--- src/rtl/mem_test_host.sv ---
// mem_test_host
//   Memory test host that takes write / read / fill / burst-read commands over
//   a valid-ready command channel and drives the datapath test muxes to
//   access memory directly while the CPU is held. Read words come back over a
//   valid-ready response channel.
//
// Ports
//   clk, rst                  clock, synchronous active-high reset
//   cmd_valid / cmd_ready     command handshake (ready only while idle)
//   cmd_op                    00 write, 01 read, 10 fill, 11 burst read
//   cmd_addr, cmd_data        start word address, write/fill data
//   cmd_len                   burst/fill word count minus 1
//   rsp_valid / rsp_ready     response handshake
//   rsp_data, rsp_addr        read word and its address
//   test                      steers datapath address/data muxes to ext_*
//   test_we                   memory write strobe
//   TestMem                   capture enable of the datapath TestMemout reg
//   ext_addr, ext_data        memory address {zeros, word addr} and data
//   TestMemout                captured memory word (valid cycle after TestMem)
//   cpu_hold                  stalls the CPU while a command is in progress
module mem_test_host #(
   parameter int ADDR_W = 8
) (
   input  logic              clk,
   input  logic              rst,
   input  logic              cmd_valid,
   output logic              cmd_ready,
   input  logic [1:0]        cmd_op,
   input  logic [ADDR_W-1:0] cmd_addr,
   input  logic [15:0]       cmd_data,
   input  logic [ADDR_W-1:0] cmd_len,
   output logic              rsp_valid,
   input  logic              rsp_ready,
   output logic [15:0]       rsp_data,
   output logic [ADDR_W-1:0] rsp_addr,
   output logic              test,
   output logic              test_we,
   output logic              TestMem,
   output logic [15:0]       ext_addr,
   output logic [15:0]       ext_data,
   input  logic [15:0]       TestMemout,
   output logic              cpu_hold
);

   typedef enum logic [2:0] {IDLE, WRITE, RD_ADDR, RD_CAP, RD_RSP} state_t;

   state_t            r_state;
   logic [ADDR_W-1:0] r_addr;
   logic [ADDR_W-1:0] r_cnt;
   logic              r_cmd_ready;
   logic              r_rsp_valid;
   logic [15:0]       r_rsp_data;
   logic [ADDR_W-1:0] r_rsp_addr;
   logic              r_test;
   logic              r_test_we;
   logic              r_TestMem;
   logic [15:0]       r_ext_addr;
   logic [15:0]       r_ext_data;
   logic              r_cpu_hold;

   logic [ADDR_W-1:0] w_addr_inc;
   logic [ADDR_W-1:0] w_cnt_dec;
   logic              w_last;

   // Address arithmetic wraps naturally at 2^ADDR_W.
   assign w_addr_inc = r_addr + ADDR_W'(1);
   assign w_cnt_dec  = r_cnt - ADDR_W'(1);
   assign w_last     = (r_cnt == '0);

   function automatic logic [15:0] f_zext(input logic [ADDR_W-1:0] a);
      logic [15:0] v;
      v            = '0;
      v[ADDR_W-1:0] = a;
      return v;
   endfunction

   // All outputs are registered: each branch sets the values that belong to
   // the state being entered, so outputs line up with r_state.
   always_ff @(posedge clk) begin
      if (rst) begin
         r_state     <= IDLE;
         r_addr      <= '0;
         r_cnt       <= '0;
         r_cmd_ready <= 1'b0;
         r_rsp_valid <= 1'b0;
         r_rsp_data  <= '0;
         r_rsp_addr  <= '0;
         r_test      <= 1'b0;
         r_test_we   <= 1'b0;
         r_TestMem   <= 1'b0;
         r_ext_addr  <= '0;
         r_ext_data  <= '0;
         r_cpu_hold  <= 1'b0;
      end else begin
         case (r_state)
            IDLE: begin
               // Ready rises one edge after reset release, then stays up
               // until a command is taken.
               r_cmd_ready <= 1'b1;
               if (cmd_valid && r_cmd_ready) begin
                  r_cmd_ready <= 1'b0;
                  r_addr      <= cmd_addr;
                  // Single write/read use a count of 0; fill/burst use len.
                  r_cnt       <= cmd_op[1] ? cmd_len : '0;
                  r_test      <= 1'b1;
                  r_cpu_hold  <= 1'b1;
                  r_ext_addr  <= f_zext(cmd_addr);
                  if (!cmd_op[0]) begin
                     r_state    <= WRITE;
                     r_test_we  <= 1'b1;
                     r_ext_data <= cmd_data;
                  end else begin
                     r_state    <= RD_ADDR;
                     r_TestMem  <= 1'b1;
                     r_ext_data <= '0;
                  end
               end
            end

            WRITE: begin
               if (w_last) begin
                  r_state     <= IDLE;
                  r_cmd_ready <= 1'b1;
                  r_test      <= 1'b0;
                  r_test_we   <= 1'b0;
                  r_cpu_hold  <= 1'b0;
                  r_ext_addr  <= '0;
                  r_ext_data  <= '0;
               end else begin
                  r_addr     <= w_addr_inc;
                  r_cnt      <= w_cnt_dec;
                  r_ext_addr <= f_zext(w_addr_inc);
               end
            end

            RD_ADDR: begin
               r_state   <= RD_CAP;
               r_TestMem <= 1'b0;
            end

            RD_CAP: begin
               // TestMemout now holds the word captured during RD_ADDR.
               r_state     <= RD_RSP;
               r_rsp_data  <= TestMemout;
               r_rsp_addr  <= r_addr;
               r_rsp_valid <= 1'b1;
            end

            RD_RSP: begin
               if (rsp_ready) begin
                  r_rsp_valid <= 1'b0;
                  if (w_last) begin
                     r_state     <= IDLE;
                     r_cmd_ready <= 1'b1;
                     r_test      <= 1'b0;
                     r_cpu_hold  <= 1'b0;
                     r_ext_addr  <= '0;
                  end else begin
                     r_state    <= RD_ADDR;
                     r_addr     <= w_addr_inc;
                     r_cnt      <= w_cnt_dec;
                     r_ext_addr <= f_zext(w_addr_inc);
                     r_TestMem  <= 1'b1;
                  end
               end
            end

            default: r_state <= IDLE;
         endcase
      end
   end

   assign cmd_ready = r_cmd_ready;
   assign rsp_valid = r_rsp_valid;
   assign rsp_data  = r_rsp_data;
   assign rsp_addr  = r_rsp_addr;
   assign test      = r_test;
   assign test_we   = r_test_we;
   assign TestMem   = r_TestMem;
   assign ext_addr  = r_ext_addr;
   assign ext_data  = r_ext_data;
   assign cpu_hold  = r_cpu_hold;

endmodule
--- config.mk ---
export PLATFORM = sky130hd
export DESIGN_NAME = mem_test_host
export DESIGN_NICKNAME = d
export VERILOG_FILES = /design/src/rtl/mem_test_host.sv
export SDC_FILE = /design/constraint.sdc
export NUM_CORES = 1
export LEC_CHECK = 0
export ABC_CLOCK_PERIOD_IN_PS = 2050
export CAP_MARGIN = 30
export CORE_AREA = 2 2 89 91
export CTS_BUF_LIST = sky130_fd_sc_hd__clkbuf_8
export DETAILED_ROUTE_END_ITERATION = 8
export DIE_AREA = 0 0 91 93
export HOLD_SLACK_MARGIN = 0.12
export PLACE_DENSITY_LB_ADDON = 0.15
export SLEW_MARGIN = 20
export SYNTH_ARGS = -nofsm -noshare
export SYNTH_HDL_FRONTEND = slang
export SYNTH_SLANG_ARGS = --single-unit
--- constraint.sdc ---
create_clock -name clk -period 2.05 [get_ports clk]
set_input_delay 0.615 -clock clk [delete_from_list [all_inputs] [get_ports clk]]
set_output_delay 0.615 -clock clk [all_outputs]
set_load 0.01 [all_outputs]
==> impl_metrics.env, run 1 <==
export IMPL_status="finished, final reports clean"
export IMPL_layout_common_cells="106 x clkdlybuf4s50_1, 99 x nand2_1, 71 x dfxtp_1, 32 x a21oi_1, 25 x buf_4"
export IMPL_critPathMaxFanout=5
export IMPL_synth_top_family_by_area="compound AO/OA/AOI/OAI gates"
export IMPL_fin_nets=568
export IMPL_slew_viol_final=0
export IMPL_synth_xor_area_share_pct=1.03
export IMPL_synthArstFlopShare_pct=0
export IMPL_synth_simple_area_share_pct=20.4
export IMPL_finalPower_w=0.00423
export IMPL_wl_met2_um=4140
export IMPL_area_delta_synth_final_pct=42.0
export IMPL_grt_max_degree=29
export IMPL_syn_avg_cell_area_sq_um=8.45
export IMPL_core_area_sq_um=7530
export IMPL_fillers=657
export IMPL_timing_hold_ws_ns=0.453
export IMPL_track_usage_pct=21.6
export IMPL_worstPathRequired_ns=2.31
export IMPL_setup_viol=0
export IMPL_cts_root_buffer="clkbuf_8"
export IMPL_reg2reg_from="r_cnt[0]"
export IMPL_htree_levels=3
export IMPL_viasPerCell=5.34
export IMPL_min_period_ns=1.93
export IMPL_synthMuxAreaShare_pct=5.59
export IMPL_hold_viol=0
export IMPL_syn_area_sq_um=3400
export IMPL_io_buffers=107
export IMPL_yosysTopAreaCell="dfxtp_1"
export IMPL_die_h_um=93
export IMPL_r2r_setup_slack_ns=0.14
export IMPL_synth_top_cell_area_share_pct=42.3
export IMPL_worstSkewPairLatency_ns=0.35
export IMPL_clock_sinks=72
export IMPL_synthAdderAreaFrac_pct=0.735
export IMPL_ys_seq_area_share_pct=42.3
export IMPL_yosys_warnings=0
export IMPL_synth_edf_count=0
export IMPL_grt_pass1_wl_um=14900
export IMPL_routed_wl_um=9050
export IMPL_ir_drop_mv=0.492
export IMPL_num_antenna_cells=0
export IMPL_wl_per_cell_um=14.6
export IMPL_synth_compound_area_share_pct=22.2
export IMPL_die_w_um=91
export IMPL_fin_crit_sh_pct=94.1
export IMPL_whs_path_depth=2
export IMPL_top_layer="met4"
export IMPL_crit_type="input port to flop"
export IMPL_cts_setup_buffers=0
export IMPL_synthFlopType="dfxtp_1"
export IMPL_p_leak_nw=1.69
export IMPL_syn_inst=403
export IMPL_cpMaxStageDelayCell="clkdlybuf4s50_1"
export IMPL_final_common_cell="clkdlybuf4s50_1"
export IMPL_ios=116
export IMPL_reg2reg_to="r_cnt[6]"
export IMPL_cp_start_kind="input port"
export IMPL_synth_cell_types=53
export IMPL_drive_above_1_share_pct=10.8
export IMPL_fin_cells=619
export IMPL_row_count=32
export IMPL_powerDensity_nw_per_um2=874
export IMPL_path_cells="clkdlybuf4s50_1, nand2b_1, a22o_1, o21a_1, buf_4, o32ai_1"
export IMPL_wl_met3_um=797
export IMPL_num_vias=3307
export IMPL_fmax_mhz=519
export IMPL_dp_hpwl_um=6440
export IMPL_cts_tree="built"
export IMPL_rsz0062_at_grt="no"
export IMPL_arrival_ns=2.18
export IMPL_maxCapViolations=0
export IMPL_crit_path_end_kind="flop"
export IMPL_dpl_cell_count=603
export IMPL_antenna_found_initial=0
export IMPL_yosys_register_bits=72
export IMPL_ys_top_cells_by_area="dfxtp_1 42%, nand2_1 11%, mux2i_1 5.6%"
export IMPL_cts_max_path_buffers=2
export IMPL_initial_core_util_pct=45.2
export IMPL_whs_endpoint="rsp_addr[4]"
export IMPL_wl_met1_um=4020
export IMPL_grt_pass1_vias=3106
export IMPL_cts_buffers=9
export IMPL_clkTransAtPathRegs_ns=0.08
export IMPL_drcViolationCount=0
export IMPL_clock_skew_ns=0.0144
export IMPL_dr_pass1_iters=4
export IMPL_tns_ns=0
export IMPL_hold_class="flop to flop"
export IMPL_worstHoldStart="rsp_addr[4]"
export IMPL_place_gp_congestion=0.855
export IMPL_max_stage_delay_ns=0.49
export IMPL_r2r_cells=7
export IMPL_drtIter0Drc=306
export IMPL_final_antenna_net_count=0
export IMPL_dieArea_sq_um=8460
export IMPL_grt_ovfl_total=0
[stage by stage]
stage / instance area, sq um / util [%] / setup WS, ns
floorplan: 3430 / - / 0.177
global placement: 4650 / 61.7 / -0.158
detailed placement: 4650 / 61.7 / -0.221
CTS: 4830 / 64.1 / 0.0491
global route: 4830 / 64.2 / 0.0281
finish: 4830 / 64.2 / 0.122
[synth_stat cells, types with 5 or more instances]
library cell	instances
a221oi_1	10
o31ai_1	8
buf_2	13
dfxtp_1	72
clkbuf_1	20
o2111ai_1	5
inv_1	8
nand2_1	99
buf_4	10
nor3_1	8
a21oi_1	32
o32ai_1	15
mux2i_1	19
nor2_1	8
a31oi_1	6
[state kept, by name, summed over array words and instances (netlist names)]
name       flops
test_we        1
cmd_ready      1
rsp_data      16
r_cnt          8
test           1
ext_data      16
r_state        3
rsp_addr       8
r_addr         8
ext_addr       8
rsp_valid      1
TestMem        1
[power by group]
part | total (W) | internal, W | switching [W]
Clock | 0.00103 | 0.000474 | 0.000555
Combinational | 0.00151 | 0.000742 | 0.000770
Sequential | 0.00169 | 0.00155 | 0.000136
Total | 0.00423 | 0.00277 | 0.00146
[logic make-up after synthesis]
logic type,count (synthesis)
other,1
adder cells (fa/ha/maj),2
multiplexers,19
AND/OR/NAND/NOR,147
buffers and inverters,52
flip-flops,72
AO/OA/AOI/OAI,106
XOR/XNOR,4
[metal layers]
layer / vias to the layer above / global-route usage (%)
li1: 1652 / -
met1: 1521 / 28.3
met2: 125 / 34.0
met3: 9 / 6.45
met4: 0 / 7.20
met5: - / 0
[critical path, delay by kind of cell]
kind	cells	cell delay (ns)
AOI/OAI and AO/OA	3	0.80
buffers and inverters	2	0.68
and+or+nand+nor	1	0.08
[what timing repair did]
item / 4_1_cts / 5_1_grt
hold buffers: 0 / 0
gates resized for setup: 0 / 2
endpoints found under the setup margin: 0 / 38
endpoints found under the hold margin: 0 / 0
[cell type report]
| cell class | count | area, sq um | share of cell area [%] |
|---|---|---|---|
| Multi-Input combinational cell | 286 | 1740 | 36.0 |
| Sequential cell | 72 | 1440 | 29.8 |
| Timing Repair Buffer | 135 | 1310 | 27.2 |
| Clock buffer | 10 | 138 | 2.85 |
| Tap cell | 102 | 128 | 2.64 |
| Clock inverter | 6 | 42.5 | 0.880 |
| Inverter | 8 | 30.0 | 0.621 |
[worst max-delay path by stage]
stage | endpoint | cells past startpoint | slack (ns) | startpoint
CTS | cmd_ready | 1 | 0.05 | cmd_ready
global route | ext_addr[5] | 7 | 0.03 | r_cnt[0]
detailed placement | ext_addr[4] | 6 | -0.22 | rsp_ready
floorplan | ext_data[10] | 7 | 0.18 | r_cnt[0]
global placement | r_cnt[6] | 6 | -0.16 | rsp_ready
finish | r_cnt[6] | 6 | 0.12 | rsp_ready
No activity file was read; power rests on OpenSTA's default activity.
==> run 2: changes to the inputs <==
- ABC_CLOCK_PERIOD_IN_PS: 2050 -> not set
- CAP_MARGIN: 30 -> not set
==> results of run 2 <==
The final DEF is identical to that of run 1; final timing and power are the same.
